**src/rtl/keypad_pkg.sv**
```systemverilog
`default_nettype none
// ---------------------------------------------------------------------------
// keypad_pkg : shared constants, event type and encoder helper for keypad_ctrl
// Revision   : 1.0
// ---------------------------------------------------------------------------
package keypad_pkg;

   localparam int KEY_NUM      = 16;
   localparam int KEY_W        = 4;
   localparam int DEF_TICK_DIV = 50000;
   localparam int DEF_DEB_N    = 4;

   typedef struct packed {
      logic             press;
      logic [KEY_W-1:0] code;
   } evt_t;

   // Lowest set bit wins, so simultaneous transitions leave in key-index order.
   function automatic logic [KEY_W-1:0] lowest_set(input logic [KEY_NUM-1:0] v);
      logic [KEY_W-1:0] idx;
      idx = '0;
      for (int i = KEY_NUM - 1; i >= 0; i--) begin
         if (v[i]) idx = KEY_W'(i);
      end
      return idx;
   endfunction

endpackage
`default_nettype wire

```
**src/rtl/keypad_evt_fifo.sv**
```systemverilog
`default_nettype none
// ---------------------------------------------------------------------------
// evt_fifo : synchronous circular-buffer FIFO, simultaneous push/pop allowed
// Revision : 1.0
// ---------------------------------------------------------------------------
module evt_fifo #(
   parameter int WIDTH = 5,
   parameter int DEPTH = 4
) (
   input  logic                       clk,
   input  logic                       rstn,
   input  logic                       push,
   input  logic                       pop,
   input  logic [WIDTH-1:0]           din,
   output logic [WIDTH-1:0]           dout,
   output logic [$clog2(DEPTH):0]     count,
   output logic                       full,
   output logic                       empty
);

   localparam int AW = $clog2(DEPTH);

   logic [WIDTH-1:0] r_mem [DEPTH];
   logic [AW-1:0]    r_wr;
   logic [AW-1:0]    r_rd;
   logic [AW:0]      r_count;
   logic             w_pop;
   logic             w_push;

   assign empty  = (r_count == '0);
   assign full   = (r_count == (AW+1)'(DEPTH));
   assign w_pop  = pop & ~empty;
   // When full, a same-cycle pop frees the head slot the write lands in.
   assign w_push = push & (~full | w_pop);

   always_ff @(posedge clk or negedge rstn) begin
      if (!rstn) begin
         for (int i = 0; i < DEPTH; i++) r_mem[i] <= '0;
         r_wr    <= '0;
         r_rd    <= '0;
         r_count <= '0;
      end else begin
         if (w_push) begin
            r_mem[r_wr] <= din;
            r_wr        <= r_wr + 1'b1;
         end
         if (w_pop) r_rd <= r_rd + 1'b1;
         if (w_push && !w_pop)      r_count <= r_count + 1'b1;
         else if (w_pop && !w_push) r_count <= r_count - 1'b1;
      end
   end

   assign dout  = r_mem[r_rd];
   assign count = r_count;

endmodule
`default_nettype wire

```
**src/rtl/keypad_ctrl.sv**
```systemverilog
`default_nettype none
// ---------------------------------------------------------------------------
// keypad_ctrl : resync, debounce and event-queue front end for a 4x4 keypad
// Revision    : 1.0
// ---------------------------------------------------------------------------
module keypad_ctrl
   import keypad_pkg::*;
#(
   parameter int TICK_DIV   = DEF_TICK_DIV,
   parameter int DEB_N      = DEF_DEB_N,
   parameter int FIFO_DEPTH = 4
) (
   input  logic                          clk,
   input  logic                          rstn,
   input  logic [KEY_NUM-1:0]            key_raw,
   input  logic                          pop,
   input  logic                          clr_ovf,
   output logic                          evt_valid,
   output logic [KEY_W-1:0]              evt_code,
   output logic                          evt_press,
   output logic [$clog2(FIFO_DEPTH):0]   evt_count,
   output logic [KEY_NUM-1:0]            stable,
   output logic                          ovf,
   output logic                          irq
);

   localparam int TW = $clog2(TICK_DIV);
   localparam logic [TW-1:0] c_TICK_MAX = TW'(TICK_DIV - 1);

   logic [KEY_NUM-1:0] r_sync1, r_sync2;
   logic [KEY_NUM-1:0] w_s;
   logic [TW-1:0]      r_tick_cnt;
   logic               w_tick;
   logic [DEB_N-1:0]   r_hist [KEY_NUM];
   logic [KEY_NUM-1:0] r_stable, r_pend, w_toggle, w_clr;
   logic               r_ovf;
   logic [KEY_W-1:0]   w_sel;
   evt_t               w_evt, w_head;
   logic               w_full, w_empty, w_push;

   assign w_s    = ~r_sync2;
   assign w_tick = (r_tick_cnt == c_TICK_MAX);

   always_ff @(posedge clk or negedge rstn) begin
      if (!rstn) begin
         r_sync1    <= '1;
         r_sync2    <= '1;
         r_tick_cnt <= '0;
         for (int i = 0; i < KEY_NUM; i++) r_hist[i] <= '0;
      end else begin
         r_sync1 <= key_raw;
         r_sync2 <= r_sync1;
         r_tick_cnt <= w_tick ? '0 : r_tick_cnt + 1'b1;
         if (w_tick) begin
            for (int i = 0; i < KEY_NUM; i++)
               r_hist[i] <= {r_hist[i][DEB_N-2:0], w_s[i]};
         end
      end
   end

   always_comb begin
      w_toggle = '0;
      for (int i = 0; i < KEY_NUM; i++) begin
         w_toggle[i] = ((&r_hist[i]) | ~(|r_hist[i])) & (r_hist[i][0] ^ r_stable[i]);
      end
   end

   assign w_sel      = lowest_set(r_pend);
   assign w_evt.press = r_stable[w_sel];
   assign w_evt.code  = w_sel;
   assign w_push     = (|r_pend) & (~w_full | (pop & ~w_empty));
   assign w_clr      = w_push ? (KEY_NUM'(1) << w_sel) : '0;

   // A toggle on a still-pending key merges into one event carrying the latest state.
   always_ff @(posedge clk or negedge rstn) begin
      if (!rstn) begin
         r_stable <= '0;
         r_pend   <= '0;
         r_ovf    <= 1'b0;
      end else begin
         r_stable <= r_stable ^ w_toggle;
         r_pend   <= (r_pend & ~w_clr) | w_toggle;
         if (|(w_toggle & r_pend & ~w_clr)) r_ovf <= 1'b1;
         else if (clr_ovf)                  r_ovf <= 1'b0;
      end
   end

   evt_fifo #(
      .WIDTH (KEY_W + 1),
      .DEPTH (FIFO_DEPTH)
   ) u_fifo (
      .clk   (clk),
      .rstn  (rstn),
      .push  (w_push),
      .pop   (pop),
      .din   (w_evt),
      .dout  (w_head),
      .count (evt_count),
      .full  (w_full),
      .empty (w_empty)
   );

   assign evt_valid = ~w_empty;
   assign irq       = ~w_empty;
   assign evt_code  = w_head.code;
   assign evt_press = w_head.press;
   assign stable    = r_stable;
   assign ovf       = r_ovf;

endmodule
`default_nettype wire

```
**config.mk**
```make
export PLATFORM = sky130hd
export DESIGN_NAME = keypad_ctrl
export DESIGN_NICKNAME = d
export VERILOG_FILES = /design/src/rtl/keypad_pkg.sv /design/src/rtl/keypad_evt_fifo.sv /design/src/rtl/keypad_ctrl.sv
export SDC_FILE = /design/constraint.sdc
export NUM_CORES = 1
export LEC_CHECK = 0
export ABC_AREA = 0
export BUFFER_PORTS_ARGS = -buffer_cell sky130_fd_sc_hd__clkbuf_2
export CAP_MARGIN = 25
export CELL_PAD_IN_SITES_DETAIL_PLACEMENT = 1
export CELL_PAD_IN_SITES_GLOBAL_PLACEMENT = 1
export CORE_UTILIZATION = 51
export CTS_CLUSTER_SIZE = 10
export DETAILED_ROUTE_END_ITERATION = 8
export PLACE_DENSITY_LB_ADDON = 0.1
export SLEW_MARGIN = 20
export SYNTH_ARGS = -nofsm -noshare
export SYNTH_HDL_FRONTEND = slang
export SYNTH_SLANG_ARGS = --single-unit
export TNS_END_PERCENT = 1
```
**constraint.sdc**
```tcl
create_clock -name clk -period 4 [get_ports clk]
set_input_delay 0.4 -clock clk [delete_from_list [all_inputs] [get_ports clk]]
set_output_delay 0.4 -clock clk [all_outputs]
set_load 0.005 [all_outputs]
```
==> flow_metrics.py, run 1 <==
metrics = {
    "status": {
        "status": "complete, no violations",
    },
    "place": {
        "placed_cells": 939,
        "gp_congestion": 0.8862,
        "dp_hpwl_um": 12880,
        "dp_slack_ns": 1.361,
        "port_buffers": 46,
    },
    "layout": {
        "instances_no_fill": 973,
        "layout_common_cells": "nand2_1, dfrtp_1, o21ai_0",
        "drive_gt1_frac": 0.1816,
        "syn_to_final_growth_pct": 14.80,
        "fillCellCount": 1538,
        "nNetsFinal": 807,
        "final_common_cell": "nand2_1",
        "diodes": 0,
    },
    "clock_network": {
        "clock_latency_ns": 0.43,
        "tritoncts": "done",
        "cts.sinks": 172,
        "clockBufferDepth": 2,
        "post_cts_resized": 0,
        "cts.clk_slew.worst_paths_ns": 0.06,
        "htree_levels": 4,
        "cts_buffers": 17,
        "cts_root_buf": "clkbuf_16",
    },
    "worst_setup_path": {
        "crit_buf_inv": 2,
        "worstPathRequired_ns": 4.31,
        "crit_arrival_ns": 3.00,
        "reg2reg_depth": 7,
        "cp_top_family": "simple AND/OR/NAND/NOR gates",
        "r2r-end": "u_fifo.count[1]$_DFFE_PN0P_",
        "cp-end-kind": "flop",
        "path_max_fanout": 16,
        "start_kind": "flop",
        "worstPathCellList": "nor4_1, a31oi_1, buf_4, ha_1, inv_1, fa_1, mux2_2",
        "cpMaxStageDelayCell": "nor4_1",
        "r2r_start": "r_pend[2]$_DFF_PN0_",
        "worst-setup-path-type": "reg -> reg",
        "r2r_slack_ns": 1.31,
        "slowest_delay_ns": 0.66,
    },
    "synth": {
        "ys_seq_area_frac": 0.5807,
        "yosys_warnings": 0,
        "syn_inst": 733,
        "synthFlopType": "dfrtp_1",
        "synth_cell_types": 64,
        "syn_nets": 760,
        "synth_area_per_cell_um2": 10.21,
        "netlist_area_um2": 7481,
        "synth_edf_count": 0,
        "ys_ff_latch": 172,
        "async_flop_share": 1.000,
    },
    "floorplan": {
        "rows": 43,
        "die_y_um": 123.1,
        "initial_utilization": 0.5307,
        "die_w_um": 123.1,
        "core_area_um2": 14100,
        "io_pins": 47,
        "die_area_um2": 15160,
    },
    "sta": {
        "post-route-min-period_ns": 2.687,
        "skew_ns": 0.009513,
        "tns_ns": 0,
        "final_max_slew_viol_count": 0,
        "setup_viol": 0,
        "finalWorstSetupSlack_ns": 1.313,
        "slew_headroom": 0.4789,
        "finalHoldViolCount": 0,
        "tightestPinTransition_ns": 0.7816,
        "period_share": 0.6718,
        "rsz0062_at_grt": "no",
        "max_freq_mhz": 372.1,
    },
    "job": {
        "cap_violations": 0,
    },
    "detailed_routing": {
        "viasPerCell": 5.920,
        "wl_per_cell_um": 19.92,
        "drtIter0Drc": 269,
        "route.met3.wl_um": 734,
        "m1WireLength_um": 8271,
        "detail_route.first_pass.iterations": 4,
        "vias": 5760,
        "wl_met2_um": 10060,
        "routed_wl_um": 19380,
        "top_layer": "met4",
        "postRouteAntennaNets": 0,
        "drc": 0,
    },
    "global_route": {
        "grt_overflow": 0,
        "grt_max_degree": 110,
        "grt_pass1_vias": 6165,
        "grt_usage": 0.2763,
        "grt_pass1_wl_um": 31700,
        "antenna_found_initial": 0,
    },
    "power_and_ir_drop": {
        "internal-power_w": 0.003511,
        "p_comb_frac": 0.246,
        "seq_power_share": 0.405,
        "p_clk_frac": 0.348,
        "p_leak_nw": 3.858,
        "cellPowerDensity_nw_per_um2": 598.0,
        "vdd_ir_drop_max_mv": 0.4119,
        "switchingPower_w": 0.001625,
        "swShare": 0.3164,
    },
    "hold_path": {
        "holdPathEnd": "r_sync1[15]$_DFF_PN1_",
        "min_path_type": "in -> reg",
        "hold-path-cell-count": 1,
        "min_from": "key_raw[15]",
    },
}
[metrics by stage]
step                      power [W]  hold WS (ns)  cell area, um2    util
final                      0.005136       0.05242            8588  0.6093
after global routing       0.005381       0.03555            8588  0.6093
after CTS                  0.005163       0.03712            8549  0.6065
after detailed placement   0.003334        0.3470            7906  0.5609
after global placement     0.003252        0.3455            7906  0.5609
after floorplan            0.002917        0.1044            7481       -
[synthesized netlist by cell type, types with 4 or more instances]
cell type | instances | share of area
nand2_1 | 151 | 0.076
dfrtp_1 | 140 | 0.47
o21ai_0 | 65 | 0.043
nand3_1 | 36 | 0.024
inv_1 | 33 | 0.017
dfstp_2 | 32 | 0.11
nor2_1 | 27 | 0.014
nor3_1 | 23 | 0.015
a31oi_1 | 18 | 0.015
clkbuf_1 | 18 | 0.0090
a21oi_1 | 16 | 0.011
o22ai_1 | 16 | 0.013
nand2b_1 | 15 | 0.013
o31ai_1 | 11 | 0.011
xor2_1 | 10 | 0.012
xnor2_1 | 9 | 0.011
and3_1 | 8 | 0.0067
o211ai_1 | 8 | 0.0080
or3_1 | 7 | 0.0059
a41oi_1 | 6 | 0.0070
ha_1 | 6 | 0.010
mux2_2 | 5 | 0.0075
mux4_2 | 5 | 0.015
o221ai_1 | 5 | 0.0059
a21o_1 | 4 | 0.0040
buf_1 | 4 | 0.0020
[sequential cells by signal (all words and copies together), names as in the netlist, named ones only]
signal / flops
r_pend: 16
r_tick_cnt: 16
r_sync2: 16
u_fifo.r_rd: 2
u_fifo.count: 3
r_hist: 64
r_sync1: 16
u_fifo.r_wr: 2
ovf: 1
u_fifo.r_mem: 20
[final cells by class]
class / count / area, um2 / share of cell area
sequential: 172 / 4344 / 0.5058
multi-input combinational: 501 / 2904 / 0.3381
clock buffer: 20 / 456.7 / 0.05318
timing repair buffer: 54 / 344.1 / 0.04006
tap: 180 / 225.2 / 0.02622
clock inverter: 12 / 186.4 / 0.02171
inverter: 34 / 127.6 / 0.01486
[what timing repair did]
action / in CTS / in global routing
endpoints found under the hold margin: 0 / 34
hold buffers: 0 / 1
buffers inserted: 0 / 0
endpoints found under the setup margin: 0 / 0
[per-layer routing]
| layer | track usage | up-vias |
|---|---|---|
| li1 | - | 2673 |
| met1 | 0.3350 | 2966 |
| met2 | 0.4937 | 95 |
| met3 | 0.06042 | 26 |
| met4 | 0.07907 | 0 |
| met5 | 0 | - |
[worst max-delay path by stage]
stage | from | end | depth (start not counted)
after global placement | r_pend[11]$_DFF_PN0_ | u_fifo.count[1]$_DFFE_PN0P_ | 8
final | r_pend[2]$_DFF_PN0_ | u_fifo.count[1]$_DFFE_PN0P_ | 7
after CTS | r_tick_cnt[12]$_DFF_PN0_ | r_hist[13]$_DFFE_PN0N_ | 7
after global routing | r_pend[7]$_DFF_PN0_ | ovf$_DFFE_PN0P_ | 6
after floorplan | u_fifo.count[0]$_DFFE_PN0P_ | u_fifo.count[1]$_DFFE_PN0P_ | 7
after detailed placement | r_pend[12]$_DFF_PN0_ | u_fifo.count[1]$_DFFE_PN0P_ | 8
[logic make-up after synthesis]
kind of cell,count (synthesis),synth area share
compound gates,169,0.1435
mux,10,0.02258
fa+ha+maj,7,0.01271
buf+inv,60,0.03194
simple gates,296,0.1863
flops,172,0.5807
xor+xnor,19,0.02224
[power by group through the flow]
stage	clock, W	sequential, W	combinational, W
floorplan	0	0.00203	0.000890
global placement	0	0.00208	0.00117
detailed placement	0	0.00210	0.00124
CTS	0.00182	0.00208	0.00127
global route	0.00188	0.00210	0.00140
finish	0.00179	0.00208	0.00127
Note: power is estimated with default switching activity, not from simulation.
==> run 2, diff against run 1 <==
--- a/config.mk
+++ b/config.mk
@@ -10,7 +10,7 @@
 export CAP_MARGIN = 25
 export CELL_PAD_IN_SITES_DETAIL_PLACEMENT = 1
 export CELL_PAD_IN_SITES_GLOBAL_PLACEMENT = 1
-export CORE_UTILIZATION = 51
+export CORE_UTILIZATION = 48
 export CTS_CLUSTER_SIZE = 10
 export DETAILED_ROUTE_END_ITERATION = 8
 export PLACE_DENSITY_LB_ADDON = 0.1
==> constraint.sdc (replaced) <==
create_clock -name clk -period 2.8 [get_ports clk]
set_input_delay 0.28 -clock clk [delete_from_list [all_inputs] [get_ports clk]]
set_output_delay 0.28 -clock clk [all_outputs]
set_load 0.005 [all_outputs]
==> run 2 against run 1 <==
Net effect: sequential cell count stayed put; highest routed layer unchanged; sequential share of layout area is 1.5 points lower; power is 41% higher; routed wire length is 1.9% lower; via count is 0.78% higher; first-iteration DRC count is 3.7% higher; global-route usage is 1.9 points lower; register-to-register slack worse by 1.2 ns; critical path type unchanged; worst setup slack worse by 1.2 ns; count of clock-buffer cells in the layout is 2 lower; clock power is 33% higher; die area is 6.1% higher.
==> flow_metrics.py, run 2 (same netlist as run 1, synthesis figures left out) <==
metrics = {
    "status": {
        "status": "complete, no violations",
    },
    "worst_setup_path": {
        "worst-setup-path-type": "reg -> reg",
        "crit_arrival_ns": 2.94,
        "cp-end-kind": "flop",
        "worstPathRequired_ns": 3.10,
        "start_kind": "flop",
        "slowest_delay_ns": 0.54,
        "cpMaxStageDelayCell": "or4_1",
        "path_max_fanout": 7,
        "worstPathCellList": "or3_4, o211ai_2, nand2_1, o311ai_0, buf_4, nand4_1, or4_1",
        "cp_top_family": "simple AND/OR/NAND/NOR gates",
        "crit_buf_inv": 1,
    },
    "clock_network": {
        "cts_buffers": 17,
        "tritoncts": "done",
        "cts_root_buf": "clkbuf_16",
        "clock_latency_ns": 0.44,
        "cts.clk_slew.worst_paths_ns": 0.06,
        "htree_levels": 4,
        "cts.sinks": 172,
        "clockBufferDepth": 2,
    },
    "layout": {
        "nNetsFinal": 845,
        "drive_gt1_frac": 0.2010,
        "layout_common_cells": "nand2_1, dfrtp_1, o21ai_0",
        "instances_no_fill": 1019,
        "diodes": 0,
        "regMostFlops": "r_hist",
        "final_area_um2": 8846,
        "reg_top3": "r_hist x64, u_fifo.r_mem x20",
        "final_common_cell": "nand2_1",
        "largest_reg_flops": 64,
        "syn_to_final_growth_pct": 18.25,
    },
    "job": {
        "cap_violations": 0,
    },
    "floorplan": {
        "initial_utilization": 0.4921,
        "die_y_um": 126.8,
        "io_pins": 47,
        "rows": 45,
        "die_w_um": 126.8,
        "die_area_um2": 16090,
        "core_area_um2": 15200,
    },
    "sta": {
        "finalHoldViolCount": 0,
        "final_max_slew_viol_count": 0,
        "tightestPinTransition_ns": 0.6316,
        "setup_viol": 0,
        "max_freq_mhz": 378.8,
        "skew_ns": 0.01289,
        "period_share": 0.9429,
        "post-route-min-period_ns": 2.640,
        "rsz0062_at_grt": "no",
        "tns_ns": 0,
        "slew_headroom": 0.5730,
    },
    "global_route": {
        "grt_max_degree": 86,
        "grt_usage": 0.2570,
        "antenna_found_initial": 0,
        "grt_overflow": 0,
        "grt_pass1_wl_um": 31660,
        "grt_pass1_vias": 6152,
    },
    "detailed_routing": {
        "postRouteAntennaNets": 0,
        "wl_per_cell_um": 18.66,
        "drc": 0,
        "vias": 5805,
        "detail_route.first_pass.iterations": 4,
        "routed_wl_um": 19010,
        "drtIter0Drc": 279,
        "viasPerCell": 5.697,
    },
    "power_and_ir_drop": {
        "p_leak_nw": 4.012,
        "vdd_ir_drop_max_mv": 0.5289,
        "cellPowerDensity_nw_per_um2": 820.6,
    },
    "place": {
        "port_buffers": 46,
        "gp_congestion": 0.8970,
        "dpl_cell_area_um2": 8077,
        "placed_cells": 970,
        "dp_hpwl_um": 13300,
    },
    "hold_path": {
        "min_path_type": "in -> reg",
    },
}
## run 2: timing repair
| item | CTS | global route |
|---|---|---|
| resized for setup | 0 | 2 |
| buffers inserted | 0 | 0 |
| setup endpoints to repair | 0 | 1 |
| hold buffers | 17 | 0 |
| endpoints found under the hold margin | 54 | 0 |
## run 2: worst paths after layout
check / start / endpoint / slack (ns) / cells after the start
max: r_pend[7]$_DFF_PN0_ / ovf$_DFFE_PN0P_ / 0.16 / 7
min: pop / u_fifo.r_rd[0]$_DFFE_PN0P_ / 0.16 / 3
max reg2reg: r_pend[7]$_DFF_PN0_ / ovf$_DFFE_PN0P_ / 0.16 / 7
min reg2reg: r_sync1[5]$_DFF_PN1_ / r_sync2[5]$_DFF_PN1_ / 0.35 / 0
max in group asynchronous: rstn / r_sync2[11]$_DFF_PN1_ / 1.54 / 3
min in group asynchronous: rstn / r_pend[14]$_DFF_PN0_ / 0.36 / 2
## run 2: worst register-to-register path: cells and delay by family, from the launching register on
family	cells	cell delay, ns
AOI/OAI and AO/OA	2	0.67
DFF	1	0.47
and+or+nand+nor	4	1.19
buffers and inverters	1	0.17
## run 2: layer usage
| layer | track usage | up-vias | wire length (um) |
|---|---|---|---|
| li1 | - | 2747 | - |
| met1 | 0.3253 | 2958 | 8527 |
| met2 | 0.4451 | 77 | 9740 |
| met3 | 0.05441 | 23 | 450 |
| met4 | 0.07493 | 0 | 295 |
| met5 | 0 | - | 0 |
## run 2: cell type report
class	instances	area, um2
Fill cell	1663	6356
Sequential cell	172	4344
Multi-Input combinational cell	501	2913
Timing Repair Buffer	92	636.9
Clock buffer	18	429.2
Tap cell	188	235.2
Clock inverter	14	160.2
Inverter	34	127.6
## run 2: stage by stage
stage                     total power [W]  setup slack (ns)  hold WS [ns]    util
final                            0.007259            0.1599        0.1585  0.5819
after detailed placement         0.004889           0.09032        0.2536  0.5313
after global routing             0.007612           0.04628        0.1542  0.5819
after global placement           0.004816            0.2115        0.2567  0.5313
after CTS                        0.007299           0.06545        0.1457  0.5812
after floorplan                  0.004167           0.09941      -0.01559       -
## run 2: where the power goes
group / switching, W / internal [W] / total [W]
clock network: 0.00104 / 0.00133 / 0.00238
registers: 0.000177 / 0.00274 / 0.00292
logic: 0.00111 / 0.000856 / 0.00197
